==> src/rtl/riscv_pkg.sv <==
// riscv_pkg
// Shared RV32I definitions used by the decode-stage controller:
//   - major opcode constants (bits 6:0 of an instruction)
//   - immediate-type select encodings that drive the immediate generator
//   - the skid-buffer state enumeration
package riscv_pkg;

   localparam logic [6:0] OPC_LOAD   = 7'b0000011;
   localparam logic [6:0] OPC_OP_IMM = 7'b0010011;
   localparam logic [6:0] OPC_STORE  = 7'b0100011;
   localparam logic [6:0] OPC_BRANCH = 7'b1100011;
   localparam logic [6:0] OPC_LUI    = 7'b0110111;
   localparam logic [6:0] OPC_AUIPC  = 7'b0010111;
   localparam logic [6:0] OPC_JAL    = 7'b1101111;
   localparam logic [6:0] OPC_JALR   = 7'b1100111;
   localparam logic [6:0] OPC_OP     = 7'b0110011;
   localparam logic [6:0] OPC_SYSTEM = 7'b1110011;
   localparam logic [6:0] OPC_FENCE  = 7'b0001111;

   localparam logic [2:0] IMM_NONE = 3'b000;
   localparam logic [2:0] IMM_I    = 3'b001;
   localparam logic [2:0] IMM_S    = 3'b010;
   localparam logic [2:0] IMM_B    = 3'b011;
   localparam logic [2:0] IMM_U    = 3'b100;
   localparam logic [2:0] IMM_J    = 3'b101;

   typedef enum logic [1:0] {
      ST_EMPTY = 2'd0,
      ST_ONE   = 2'd1,
      ST_TWO   = 2'd2
   } buf_state_t;

endpackage

==> src/rtl/opcode_decoder.sv <==
// opcode_decoder
// Purely combinational decode of an RV32I major opcode.
// Ports:
//   opcode   in  7  instruction bits 6:0
//   imm_type out 3  immediate-type select (IMM_* encodings)
//   uses_rs1 out 1  instruction reads rs1 (bits 19:15)
//   uses_rs2 out 1  instruction reads rs2 (bits 24:20)
//   illegal  out 1  opcode is not an RV32I major opcode
module opcode_decoder
   import riscv_pkg::*;
(
   input  logic [6:0] opcode,
   output logic [2:0] imm_type,
   output logic       uses_rs1,
   output logic       uses_rs2,
   output logic       illegal
);

   always_comb begin
      imm_type = IMM_NONE;
      uses_rs1 = 1'b0;
      uses_rs2 = 1'b0;
      illegal  = 1'b0;
      case (opcode)
         OPC_LOAD, OPC_OP_IMM, OPC_JALR, OPC_SYSTEM, OPC_FENCE: begin
            imm_type = IMM_I;
            uses_rs1 = 1'b1;
         end
         OPC_STORE: begin
            imm_type = IMM_S;
            uses_rs1 = 1'b1;
            uses_rs2 = 1'b1;
         end
         OPC_BRANCH: begin
            imm_type = IMM_B;
            uses_rs1 = 1'b1;
            uses_rs2 = 1'b1;
         end
         OPC_LUI, OPC_AUIPC: imm_type = IMM_U;
         OPC_JAL:            imm_type = IMM_J;
         OPC_OP: begin
            uses_rs1 = 1'b1;
            uses_rs2 = 1'b1;
         end
         // Unknown opcodes read no registers so they can never stall.
         default: illegal = 1'b1;
      endcase
   end

endmodule

==> src/rtl/id_stage_controller.sv <==
// id_stage_controller
// Decode-stage controller: 2-entry skid buffer between fetch and execute,
// immediate-type decode of the head instruction, load-use hazard stall and
// pipeline flush.
// Optional feature macro: ILLEGAL_TRAP_EN (illegal_out reflects decode when
// defined, tied to 0 otherwise).
// Ports:
//   clk, rst            clock, synchronous active-high reset
//   if_valid_in/if_instr_in/if_pc_in/if_ready_out   fetch handshake
//   flush_in            discard all buffered entries
//   ex_ready_in         execute accepts the decode output
//   ex_is_load_in/ex_rd_in  load in execute and its destination
//   id_valid_out/id_instr_out/id_pc_out  head entry presented to execute
//   imm_type_out        immediate select of head
//   illegal_out         head opcode is illegal
module id_stage_controller
   import riscv_pkg::*;
(
   input  logic        clk,
   input  logic        rst,
   input  logic        if_valid_in,
   input  logic [31:0] if_instr_in,
   input  logic [31:0] if_pc_in,
   output logic        if_ready_out,
   input  logic        flush_in,
   input  logic        ex_ready_in,
   input  logic        ex_is_load_in,
   input  logic [4:0]  ex_rd_in,
   output logic        id_valid_out,
   output logic [31:0] id_instr_out,
   output logic [31:0] id_pc_out,
   output logic [2:0]  imm_type_out,
   output logic        illegal_out
);

   buf_state_t  state;
   logic [31:0] head_instr, head_pc;
   logic [31:0] tail_instr, tail_pc;

   logic [2:0]  dec_imm_type;
   logic        dec_uses_rs1, dec_uses_rs2, dec_illegal;
   logic        hazard, push, pop;

   opcode_decoder u_dec (
      .opcode   (head_instr[6:0]),
      .imm_type (dec_imm_type),
      .uses_rs1 (dec_uses_rs1),
      .uses_rs2 (dec_uses_rs2),
      .illegal  (dec_illegal)
   );

   // Load-use hazard against the head's source registers; x0 never stalls.
   assign hazard = ex_is_load_in && (ex_rd_in != 5'd0) &&
                   ((dec_uses_rs1 && (head_instr[19:15] == ex_rd_in)) ||
                    (dec_uses_rs2 && (head_instr[24:20] == ex_rd_in)));

   assign id_valid_out = (state != ST_EMPTY) && !hazard;
   assign push         = if_valid_in && if_ready_out;
   assign pop          = id_valid_out && ex_ready_in;

   assign id_instr_out = head_instr;
   assign id_pc_out    = head_pc;
   assign imm_type_out = dec_imm_type;

`ifdef ILLEGAL_TRAP_EN
   // Gated by occupancy so an empty buffer never reports a stale trap.
   assign illegal_out = dec_illegal && (state != ST_EMPTY);
`else
   // Illegal opcodes pass through as ordinary instructions; the decode
   // result is intentionally discarded.
   assign illegal_out = dec_illegal & 1'b0;
`endif

   // Buffer FSM; if_ready_out is registered and low only while holding two.
   always_ff @(posedge clk) begin
      if (rst) begin
         state        <= ST_EMPTY;
         if_ready_out <= 1'b1;
         head_instr   <= '0;
         head_pc      <= '0;
         tail_instr   <= '0;
         tail_pc      <= '0;
      end else if (flush_in) begin
         state        <= ST_EMPTY;
         if_ready_out <= 1'b1;
      end else begin
         case (state)
            ST_EMPTY: begin
               if (push) begin
                  head_instr <= if_instr_in;
                  head_pc    <= if_pc_in;
                  state      <= ST_ONE;
               end
               if_ready_out <= 1'b1;
            end
            ST_ONE: begin
               if (push && pop) begin
                  // Head leaves as the new entry arrives: new entry is head.
                  head_instr   <= if_instr_in;
                  head_pc      <= if_pc_in;
                  if_ready_out <= 1'b1;
               end else if (push) begin
                  tail_instr   <= if_instr_in;
                  tail_pc      <= if_pc_in;
                  state        <= ST_TWO;
                  if_ready_out <= 1'b0;
               end else if (pop) begin
                  state        <= ST_EMPTY;
                  if_ready_out <= 1'b1;
               end else begin
                  if_ready_out <= 1'b1;
               end
            end
            ST_TWO: begin
               if (pop) begin
                  head_instr   <= tail_instr;
                  head_pc      <= tail_pc;
                  state        <= ST_ONE;
                  if_ready_out <= 1'b1;
               end else begin
                  if_ready_out <= 1'b0;
               end
            end
            default: begin
               state        <= ST_EMPTY;
               if_ready_out <= 1'b1;
            end
         endcase
      end
   end

endmodule

==> config.mk <==
export PLATFORM = sky130hd
export DESIGN_NAME = id_stage_controller
export DESIGN_NICKNAME = d
export VERILOG_FILES = /design/src/rtl/riscv_pkg.sv /design/src/rtl/opcode_decoder.sv /design/src/rtl/id_stage_controller.sv
export SDC_FILE = /design/constraint.sdc
export NUM_CORES = 1
export LEC_CHECK = 0
export CAP_MARGIN = 20
export CORE_MARGIN = 2
export CORE_UTILIZATION = 52
export CTS_CLUSTER_SIZE = 24
export DETAILED_ROUTE_END_ITERATION = 10
export PLACE_DENSITY = 0.8
export REMOVE_ABC_BUFFERS = 1
export SYNTH_ARGS = -nofsm -noshare
export SYNTH_HDL_FRONTEND = slang
export SYNTH_HIERARCHICAL = 1
export SYNTH_SLANG_ARGS = --single-unit
==> constraint.sdc <==
create_clock -name clk -period 5 [get_ports clk]
set_input_delay 1.25 -clock clk [delete_from_list [all_inputs] [get_ports clk]]
set_output_delay 1.25 -clock clk [all_outputs]
set_load 0.1 [all_outputs]
; Word level (Yosys, flattened, before mapping)
; Index checks and enable logic that the tools add are counted.
; Widths: inputs -> output; s select.
[word_totals]
regBits = 131
latch_bits = 0
ram_bits = 0
mem_bits_ro = 0
in_bits = 75
out_inout_bits = 70
elab_cells = 71
memories = 0
[classes]
addsub = 0
n_mul = 0
n_div = 0
order_cmp = 0
eq_ne = 20
shifts = 0
mux = 21
bitwise_logic = 2
n_reduce_logical = 22
[op_table]
columns = operator, count
row1 = $mux 32, 6
row2 = $pmux 32 s3, 2
row3 = $eq 7x7->1 const B, 4
row4 = $eq 7x6->1 const B, 3
row5 = $pmux 3 s5, 1
row6 = $eq 7x5->1 const B, 2
row7 = $eq 5x5->1, 2
row8 = $mux 2, 5
row9 = $logic_and 1x1->1, 8
row10 = $ne 2x2->1 const B, 4
row11 = $reduce_and 4->1, 2
row12 = $reduce_or 8->1, 1
row13 = $eq 7x2->1 const B, 1
row14 = $eq 7x4->1 const B, 1
row15 = $pmux 2 s3, 1
row16 = $mux 1, 5
row17 = $reduce_and 5->1, 1
row18 = $reduce_bool 5->1, 1
row19 = $reduce_or 5->1, 1
row20 = $reduce_or 2->1, 2
row21 = $ne 3x3->1 const B, 1
row22 = $reduce_bool 3->1, 1
row23 = $reduce_or 3->1, 1
row24 = $eq 2x1->1 const B, 1
row25 = other kinds (7), 8

; Logic depth before layout (Yosys ltp)
[logic_depth]
word_depth = 13
depth_mapped = 10
depth_no_buf = 8

; By module
; The synthesis kept the hierarchy.
[by_module_without_submodules]
columns = module, instances, cells_each, area_per_inst_um2, seq_area_each_um2
row1 = id_stage_controller, 1, 698, 6309.8, 2622.5
row2 = opcode_decoder, 1, 28, 175.2, 0.0

; Worst setup path before layout
; Ideal clock, no wire load.
[synth_timing]
kind = register -> output
from = reg head_instr[5], in the netlist id_instr_out[5]
to = out imm_type_out[2]
arrival_time_ps = 3589
t_required_ps = 3750
setup_slack_ps = 161
path_stages_with_launch = 5
n_path_buf = 1
cell_sequence = dfxtp_1 > clkbuf_8 > and4b_2 > a21oi_1 > nor3_1
[synth_via]
elab_chain_len = 3
elab_cells_between_ends = 13
classes_between = eq/ne (10) / mux (1) / reduce/logical (2)
[synth_lines]
columns = element, line_no
row1 = from (decl), id_stage_controller.sv:37  ; logic [31:0] head_instr, head_pc;
row2 = from (signal assigned), id_stage_controller.sv:90  ; head_instr <= if_instr_in;
row3 = from (signal assigned), id_stage_controller.sv:99  ; head_instr <= if_instr_in;
row4 = from (signal assigned), id_stage_controller.sv:116  ; head_instr <= tail_instr;
row5 = $eq 7x2->1 (tied with other cells), --
row6 = $reduce_or 5->1 / $reduce_or 2->1 (equally long branches), --
row7 = $pmux 3 s5 *, opcode_decoder.sv:24  ; case (opcode)
row8 = to (decl), id_stage_controller.sv:32  ; output logic [2:0] imm_type_out,
; Every way passes the cells marked *; elsewhere a longest branch is shown, timed or not.

; Worst setup path in the final report
[layout_timing]
from = in ex_rd_in[1]
to = out id_valid_out
[layout_via]
elab_chain_len = 6
elab_cells_between_ends = 10
classes_between = eq/ne (2) / reduce/logical (8)
[layout_lines]
columns = element, line_no
row1 = from (decl), id_stage_controller.sv:28  ; input logic [4:0] ex_rd_in,
row2 = $eq 5x5->1 (on tied branches), "id_stage_controller.sv:54, id_stage_controller.sv:55"
row3 = $logic_and 1x1->1 (on tied branches), "id_stage_controller.sv:54, id_stage_controller.sv:55"
row4 = $logic_or 1x1->1, id_stage_controller.sv:54  ; ((dec_uses_rs1 && (head_instr[19:15] == ex_rd_in)) ||
row5 = $logic_and 1x1->1 *, id_stage_controller.sv:53  ; assign hazard = ex_is_load_in && (ex_rd_in != 5'd0) &&
row6 = $logic_not 1->1 *, id_stage_controller.sv:57  ; assign id_valid_out = (state != ST_EMPTY) && !hazard;
row7 = $logic_and 1x1->1 *, id_stage_controller.sv:57
row8 = to (decl), id_stage_controller.sv:29  ; output logic id_valid_out,
; Marks and branches as above.

==> summary.md <==
| Metric | Value |
|---|---|
| Status | complete, no violations |
| Finished Cell Area | 8410 sq um |
| Placed cell areas | 7900 sq um |
| Worst Hold Class | register to register |
| Initial antenna violation count | 0 |
| CP endpoint kind | output port |
| Vias in the first global route | 5,369 |
| Net Sw Power | 964 uW |
| Post-CTS Resized | 0 |
| CTS Root Cell | clkbuf_16 |
| Worst-Skew Late Latency | 420 ps |
| Rows | 40 |
| Final period utilization | 0.874 |
| Flop2flop setup slack | 2290 ps |
| Peak VDD IR | 177 uV |
| Reg area | 2620 sq um |
| Hold buffers post-CTS | 0 |
| Arr. time, crit path | 3120 ps |
| Max frequency | 229 MHz |
| Boundary Pins | 145 |
| Hold wc startpoint | tail_pc[29] |
| Worst-margin pin slew | 1130 ps |
| Core ar. | 12,100 sq um |
| R2r worst-path depth | 8 |
| Layout filler cell count | 937 |
| Port Buffers | 143 |
| Max clock buf depth | 2 |
| Clock-pin slew on the worst setup and hold paths | 50 ps |
| Routed Antenna Nets | 0 |
| Layout area overhead | 30.2% |
| Combinational power share | 0.249 |
| CP Launch Type | input pin |
| H-tree depth | 4 |
| RSZ-0062 raised after global routing | false |
| CTS sink count | 131 |
| DR WL/cell | 15.6 microns |
| Hold Violations, Final | 0 |
| LEAKAGE | 3.03 nW |
| Yosys warns | 6 |
| Worst Hold End | tail_pc[29] |
| Internal power | 1.98 mW |
| Dpl ws | 655 ps |
| Cts bufs inserted | 17 |
| First-pass GRT wire length | 25,200 microns |
| Sequential share of power | 0.385 |
| Setup Skew | 4.98 ps |
| Worst Hold Depth | 2 |
| Worst Setup Path Type | input pin to output port |
| Tmin final | 4370 ps |
| Final RePlAce weighted congestion | 0.841 |
| Reg2Reg Capture Point | state[1] |
| Post-Synthesis Cells | 722 |
| Required time worst endpoint | 3750 ps |
| Max_slew headroom | 0.245 |
| Syn Area/Cell | 8.94 sq um |
| Vias | 5,578 |
| Critical path fanouts, max | 5 |
| Area taken by multi-input logic gates | 3540 sq um |
| Clk pwr share | 0.366 |
| Pwr dens | 351 nW/um^2 |
| DIE HEIGHT | 115 microns |
| GRT overflow | 0 |
| Worst R2R Start | id_instr_out[6] |
| Setup TNS | 0 ps |
| DR DRC count | 0 |
| Die area | 13,300 sq um |
| Nets | 907 |
| Setup repair bufs after CTS | 0 |
| MaxCap Viol Count | 0 |
| Chip Width | 115 microns |
| Antenna diodes | 0 |
| Dpl hpwl | 9910 microns |
| Cell Area, Synth | 6460 sq um |
| Setup Viol. Count Final | 0 |
| Setup WS post-layout | 629 ps |
| DR iter-0 viols | 293 |
| Layout cells sized above 1 | 0.131 |
| TritonRoute pass-1 iters | 5 |
| Largest net degree at the start of global routing | 113 |
| Fin. max-slew vios | 0 |
| CTS tree | done |
| Detailed Route WL | 15,800 microns |
| Via/cell ratio | 5.54 |
| Initial Utilization | 0.535 |
| Total GRT Usage | 0.239 |
| Switching share of power | 0.327 |
[worst max-delay path, cell delays in order]
cell,delay (ps)
clkdlybuf4s50_1,490
or4_1,570
o21ai_2,300
nor2_1,90
nor2_1,210
buf_12,210
[layout by cell type (no fill, tap or decap), drive strengths merged, types with 7 or more instances in the layout]
| cell | instances |
|---|---|
| clkbuf | 23 |
| nand2 | 7 |
| xor2 | 9 |
| buf | 10 |
| mux2 | 64 |
| a21oi | 69 |
| dfxtp | 131 |
| nand3 | 67 |
| clkinv | 7 |
| o21ai | 68 |
| nor2b | 67 |
| mux2i | 66 |
| clkdlybuf4s50 | 141 |
| nor2 | 75 |
[stage by stage]
step           hold slack [ps]  total power [mW]  std cells   util
2_1_floorplan              447              1.66        658      -
3_5_place_dp               467              1.89        977  0.655
3_3_place_gp               459              1.87        977  0.655
6_report                   474              2.95       1007  0.697
5_1_grt                    495              3.04       1007  0.697
4_1_cts                    474              2.96       1007  0.697
[worst max-delay path by stage]
stage,from,endpoint,slack (ps),cells after the start
global route,ex_rd_in[1],id_valid_out,500,7
CTS,ex_rd_in[1],id_valid_out,630,6
finish,ex_rd_in[1],id_valid_out,630,6
global placement,ex_rd_in[1],id_valid_out,720,6
detailed placement,ex_rd_in[1],id_valid_out,650,6
floorplan,id_instr_out[5],imm_type_out[2],200,3
[flip-flops by register name, summed over array words and instances (netlist names)]
signal,count
id_pc_out,32
state,2
id_instr_out,32
tail_instr,32
tail_pc,32
if_ready_out,1
[power by group through the flow]
stage	logic, mW	clock network, mW	registers, mW
finish	0.734	1.08	1.14
CTS	0.735	1.09	1.13
floorplan	0.204	0	1.45
global placement	0.721	0	1.15
global route	0.769	1.13	1.14
detailed placement	0.732	0	1.16
[layer usage]
| metal | part of all wire | vias to the layer above | GRT usage |
|---|---|---|---|
| met5 | 0 | - | 0 |
| met4 | 0.021 | 0 | 0.106 |
| met3 | 0.055 | 30 | 0.0575 |
| met2 | 0.49 | 170 | 0.395 |
| met1 | 0.44 | 2665 | 0.297 |
| li1 | - | 2713 | - |
[final cells by class]
cell class | count | share of cell area
clock inverters | 7 | 0.00417
multi-input cells | 522 | 0.421
repair buffers | 151 | 0.180
inverters | 5 | 0.00223
flip-flops and latches | 131 | 0.312
well taps | 168 | 0.0250
clock buffers | 23 | 0.0557
No activity file was read; power rests on OpenSTA's default activity.
